$ cat src/rtl/lock_pkg.sv
// lock_pkg: shared state encoding, code geometry and active-low 7-seg glyphs (gfedcba) for the lock datapath.
package lock_pkg;
    typedef enum logic [2:0] {IDLE, ENTER, CONFIRM, DONE, ERR} state_t;
    localparam int LOCK_NDIG = 6;
    localparam int LOCK_DW = 4;
    localparam logic [LOCK_NDIG*LOCK_DW-1:0] LOCK_DEFAULT_CODE = 24'h703262;
    localparam logic [6:0] SEG_BLANK = 7'h7F;
    localparam logic [6:0] SEG_P = 7'b0001100;
    localparam logic [6:0] SEG_C = 7'b1000110;
    localparam logic [6:0] SEG_D = 7'b0100001;
    localparam logic [6:0] SEG_LO = 7'b0100011;
    localparam logic [6:0] SEG_N = 7'b0101011;
    localparam logic [6:0] SEG_E = 7'b0000110;
    localparam logic [6:0] SEG_R = 7'b0101111;
    localparam logic [6:0] SEG_O = 7'b1000000;
endpackage

$ cat src/rtl/seg7_digit.sv
// seg7_digit: 4-bit BCD to active-low gfedcba segments; codes above 9 render blank.
module seg7_digit
    import lock_pkg::*;
(
    input  logic [3:0] bcd,
    output logic [6:0] seg
);
    always_comb begin
        case (bcd)
            4'd0:    seg = 7'b1000000;
            4'd1:    seg = 7'b1111001;
            4'd2:    seg = 7'b0100100;
            4'd3:    seg = 7'b0110000;
            4'd4:    seg = 7'b0011001;
            4'd5:    seg = 7'b0010010;
            4'd6:    seg = 7'b0000010;
            4'd7:    seg = 7'b1111000;
            4'd8:    seg = 7'b0000000;
            4'd9:    seg = 7'b0010000;
            default: seg = SEG_BLANK;
        endcase
    end
endmodule

$ cat src/rtl/lock_code_programmer.sv
// lock_code_programmer: enter a new code twice; commit it to code_out only when both entries agree.
module lock_code_programmer
    import lock_pkg::*;
#(
    parameter int NDIG = LOCK_NDIG,
    parameter int DW = LOCK_DW,
    parameter logic [NDIG*DW-1:0] DEFAULT_CODE = LOCK_DEFAULT_CODE
) (
    input  logic               clk,
    input  logic               rst_n,
    input  logic               start,
    input  logic [9:0]         digit,
    input  logic               digit_valid,
    output logic [NDIG*DW-1:0] code_out,
    output logic               code_valid,
    output logic               busy,
    output logic [6:0]         hex0,
    output logic [6:0]         hex1,
    output logic [6:0]         hex2,
    output logic [6:0]         hex3,
    output logic [6:0]         hex4,
    output logic [6:0]         hex5
);
    localparam int CW = $clog2(NDIG);
    state_t                   state_q, state_d;
    logic [CW-1:0]            cnt_q, cnt_d;
    logic                     mism_q, mism_d;
    logic [NDIG-1:0][DW-1:0]  shadow_q, shadow_d;
    logic [3:0]               last_q, last_d;
    logic                     last_vld_q, last_vld_d;
    logic [NDIG*DW-1:0]       code_q, code_d;
    logic                     code_valid_q, code_valid_d;
    logic [CW-1:0]            idx;
    logic                     last_cnt, dig_ok;
    logic [6:0]               last_seg;
    // Digit 0 lives in the MSBs, so entry order maps to descending slots.
    assign idx = CW'(NDIG - 1) - cnt_q;
    assign last_cnt = cnt_q == CW'(NDIG - 1);
    assign dig_ok = digit <= 10'd9;
    always_comb begin
        state_d = state_q;
        cnt_d = cnt_q;
        mism_d = mism_q;
        shadow_d = shadow_q;
        last_d = last_q;
        last_vld_d = last_vld_q;
        code_d = code_q;
        code_valid_d = 1'b0;
        if (start) begin
            state_d = ENTER;
            cnt_d = '0;
            mism_d = 1'b0;
            shadow_d = '0;
            last_vld_d = 1'b0;
        end else if (digit_valid && (state_q == ENTER || state_q == CONFIRM)) begin
            if (!dig_ok) begin
                state_d = ERR;
            end else begin
                last_d = digit[3:0];
                last_vld_d = 1'b1;
                cnt_d = last_cnt ? '0 : cnt_q + 1'b1;
                if (state_q == ENTER) begin
                    shadow_d[idx] = digit[DW-1:0];
                    state_d = last_cnt ? CONFIRM : ENTER;
                end else begin
                    mism_d = mism_q | (shadow_q[idx] != digit[DW-1:0]);
                    if (last_cnt) begin
                        state_d = mism_d ? ERR : DONE;
                        code_d = mism_d ? code_q : shadow_q;
                        code_valid_d = !mism_d;
                    end
                end
            end
        end
    end
    always_ff @(posedge clk or negedge rst_n) begin
        if (!rst_n) begin
            state_q <= IDLE;
            cnt_q <= '0;
            mism_q <= 1'b0;
            shadow_q <= '0;
            last_q <= '0;
            last_vld_q <= 1'b0;
            code_q <= DEFAULT_CODE;
            code_valid_q <= 1'b0;
        end else begin
            state_q <= state_d;
            cnt_q <= cnt_d;
            mism_q <= mism_d;
            shadow_q <= shadow_d;
            last_q <= last_d;
            last_vld_q <= last_vld_d;
            code_q <= code_d;
            code_valid_q <= code_valid_d;
        end
    end
    seg7_digit u_seg (.bcd(last_q), .seg(last_seg));
    assign code_out = code_q;
    assign code_valid = code_valid_q;
    assign busy = state_q == ENTER || state_q == CONFIRM;
    always_comb begin
        {hex5, hex4, hex3, hex2, hex1, hex0} = {6{SEG_BLANK}};
        case (state_q)
            ENTER, CONFIRM: begin
                hex5 = state_q == ENTER ? SEG_P : SEG_C;
                hex0 = last_vld_q ? last_seg : SEG_BLANK;
            end
            DONE:    {hex3, hex2, hex1, hex0} = {SEG_D, SEG_LO, SEG_N, SEG_E};
            ERR:     {hex4, hex3, hex2, hex1, hex0} = {SEG_E, SEG_R, SEG_R, SEG_O, SEG_R};
            default: ;
        endcase
    end
endmodule

$ cat config.mk
export PLATFORM = sky130hd
export DESIGN_NAME = lock_code_programmer
export DESIGN_NICKNAME = d
export VERILOG_FILES = /design/src/rtl/lock_pkg.sv /design/src/rtl/seg7_digit.sv /design/src/rtl/lock_code_programmer.sv
export SDC_FILE = /design/constraint.sdc
export NUM_CORES = 1
export LEC_CHECK = 0
export BUFFER_PORTS_ARGS = -buffer_cell sky130_fd_sc_hd__clkbuf_2
export CORE_MARGIN = 10
export CORE_UTILIZATION = 35
export DETAILED_ROUTE_END_ITERATION = 7
export HOLD_SLACK_MARGIN = 0.02
export PLACE_DENSITY = 0.56
export RECOVER_POWER = 25
export SLEW_MARGIN = 20
export SYNTH_ARGS = -nofsm -noshare
export SYNTH_HDL_FRONTEND = slang
export SYNTH_HIERARCHICAL = 1
export SYNTH_SLANG_ARGS = --single-unit
$ cat constraint.sdc
create_clock -name clk -period 3.16 [get_ports clk]
set_clock_uncertainty 0.2 [all_clocks]
set_input_delay 0.632 -clock clk [delete_from_list [all_inputs] [get_ports clk]]
set_output_delay 0.632 -clock clk [all_outputs]
set_load 0.03 [all_outputs]
==> results.py <==
metrics = {
    "critical_path": {
        "path_max_fanout": 6,
        "cp.buffers_inverters": 2,
        "cp.arrival_ns": 1.99,
        "critPathTopFamily": "flip-flops",
        "cp_cell_sequence": "inv_1 > ha_1 > or2_1 > a21oi_1 > nor2_1 > o21ai_0 > nand2b_1 > clkbuf_2",
        "slowest_stage": "dfrtp_1",
        "critical_path.max_stage_delay_ns": 0.48,
        "reg2reg_depth": 9,
        "worstSetupPathType": "reg2out",
        "required_ns": 2.33,
        "crit_cells": 8,
        "endpoint_kind": "primary output",
        "worst_setup_path_start_kind": "flip-flop",
    },
    "power": {
        "power_density_nw_per_um2": 401,
        "pwr-share-clk_pct": 41.0,
        "ir_drop_uv": 260,
        "comb_power_share_pct": 11.0,
        "switchingPower_uw": 442,
        "total_power_mw": 1.66,
        "leakagePower_nw": 2.00,
        "swShare_pct": 26.6,
        "p_int_mw": 1.22,
        "pwr-share-seq_pct": 48.0,
    },
    "final_layout": {
        "syn_to_final_growth_pct": 14.0,
        "layout.nets": 425,
        "fin_util_pct": 40.5,
        "final_cells": 542,
        "fillers": 990,
        "layout-drive-gt1-share_pct": 36.9,
        "multiInputGateArea_sq_um": 1740,
        "seq_area_sq_um": 1540,
        "diodes": 0,
    },
    "clock_network": {
        "cts_max_level": 3,
        "cts_resized": 0,
        "cts_made_buffers": 9,
        "post_cts_buffers": 0,
        "clockBufferDepth": 2,
        "cts_tree": "yes",
        "ctsRootBufferMaster": "clkbuf_8",
        "postCtsHoldBufs": 0,
        "clock-sinks": 61,
        "clock_latency_ns": 0.35,
        "clk_pin_slew_ns": 0.06,
    },
    "grt": {
        "grt_usage_pct": 11.7,
        "grt_start_max_net_pins": 35,
        "overflow": 0,
        "grt_pass1_vias": 2734,
        "antenna_found_initial": 0,
        "grt_pass1_wl_um": 14000,
    },
    "synth": {
        "synth_top_area_share_pct": 35.8,
        "synth_common_cells": "dfrtp_1 (52), buf_4 (29), nand2_1 (28), nor2_1 (26), a21oi_1 (23)",
        "ys.flop_type": "dfrtp_1",
        "synthCells": 348,
        "syn_avg_cell_area_sq_um": 10.4,
        "synth_warnings": 6,
        "synth_cell_types": 49,
        "syn_area_sq_um": 3630,
        "async_reset_ff_share_pct": 100,
        "synth-seq-area-share_pct": 42.3,
        "yosysMostFrequentCell": "dfrtp_1",
        "ys_top_cells_by_area": "dfrtp_1 (36%), mux2_4 (8.7%), dfstp_2 (6.5%), buf_4 (6.0%), mux2i_1 (5.5%)",
        "synth_seq_cells": 61,
        "synth-edff-count": 0,
        "synth_top_area_cell": "dfrtp_1",
    },
    "drt": {
        "vias": 2583,
        "firstDrtPassIters": 4,
        "via_per_inst": 4.77,
        "drc": 0,
        "ant_nets": 0,
        "wl_per_cell_um": 15.6,
        "totalWireLength_um": 8460,
        "drtIter0Drc": 188,
    },
    "sta": {
        "finalWorstSetupSlack_ns": 0.340,
        "finalSetupViolCount": 0,
        "finalWorstPathRequiredPeriod_ns": 2.82,
        "grt_setup_unrepaired": "no",
        "final_hold_viol_count": 0,
        "finalCritPeriodShare_pct": 89.2,
        "fmax_mhz": 355,
        "tightest_slew_ns": 1.61,
        "slew_headroom_pct": -7.64,
        "final.setup.tns_ns": 0,
        "slew_viol_final": 30,
    },
    "placed_design": {
        "gp_congestion": 0.826,
        "place_inst": 526,
        "portBuffers": 73,
        "dp_worst_setup_slack_ns": 0.413,
        "dpl.hpwl_um": 6270,
    },
    "floorplanning": {
        "die_h_um": 122,
        "core_sq_um": 10200,
        "dieArea_sq_um": 14900,
        "initial_core_util_pct": 35.5,
        "die_w_um": 122,
        "io_pins": 82,
        "rows": 37,
    },
    "min_path": {
        "whs_path_depth": 1,
        "hold_path.class": "reg2reg",
    },
    "run": {
        "maxCapViolCount": 1,
    },
    "outcome": {
        "outcome": "finished, violations left",
        "violations": "capacitance limit, slew limit",
    },
}
==> path summary, 6_finish.rpt <==
kind                               from            to  slack (ns)
min in group asynchronous         rst_n  shadow_q[10]        0.49
max                           last_q[1]       hex0[3]        0.34
max in group asynchronous         rst_n  code_out[23]        0.71
min                        code_out[23]  code_out[23]        0.31
min reg2reg                code_out[23]  code_out[23]        0.31
max reg2reg                    cnt_q[2]   code_out[8]        0.39
==> registers in the layout (all words and copies together), names as in the netlist <==
register    flops
shadow_q       24
code_out       24
cnt_q           3
mism_q          1
code_valid      1
last_q          4
state_q         3
last_vld_q      1
==> stage by stage <==
step	cell area (sq um)	hold slack, ns
floorplan	3660	0.136
global placement	3970	0.291
detailed placement	3970	0.296
CTS	4160	0.174
global route	4140	0.331
finish	4140	0.312
==> cells in the final DEF (no fill, tap or decap), types with 5 or more instances in the layout <==
cell	count
clkbuf_2	73
dfrtp_1	52
nand2_1	28
nor2_1	26
a21oi_1	23
mux2_4	21
mux2i_1	20
nand3_1	18
inv_1	12
o21ai_0	12
ha_1	10
clkbuf_8	10
mux2_2	9
dfstp_2	9
buf_4	9
conb_1	8
nand2b_1	6
xor2_1	5
==> layer usage <==
layer / share of wire, % / track usage [%]
met5: 0 / 0
met4: 0.76 / 4.02
met3: 4.9 / 3.98
met2: 51 / 19.5
met1: 43 / 13.9
==> power groups by stage <==
| stage | clock [mW] | sequential (mW) | combinational [mW] |
|---|---|---|---|
| floorplan | 0 | 0.804 | 0.150 |
| finish | 0.682 | 0.797 | 0.182 |
| CTS | 0.705 | 0.797 | 0.188 |
| global placement | 0 | 0.811 | 0.186 |
| detailed placement | 0 | 0.811 | 0.187 |
| global route | 0.749 | 0.797 | 0.199 |
==> worst register-to-register path, delay by kind of cell, from the launching register on <==
family	cells	cell delay (ns)
adders and majority gates	1	0.43
AOI/OAI and AO/OA	2	0.50
and+or+nand+nor	2	0.38
muxes	1	0.32
DFF	1	0.41
buffers and inverters	3	0.41
==> area by class of cell <==
class | count | area share, %
clock buffers | 12 | 3.50
inverters | 12 | 1.09
flip-flops and latches | 61 | 37.1
clock inverters | 4 | 1.15
multi-input cells | 233 | 42.0
well taps | 136 | 4.11
repair buffers | 84 | 11.0
==> cells by family after synthesis <==
group                    after synthesis  synth area share [%]
flip-flops                            61                  42.3
multiplexers                          51                  17.6
AO/OA/AOI/OAI                         50                  9.02
AND/OR/NAND/NOR                      107                  15.4
XOR/XNOR                               7                  1.69
buffers and inverters                 61                  10.5
adder cells (fa/ha/maj)               10                  3.44
other                                  1                 0.103
Power figures use the tool's default switching activity.
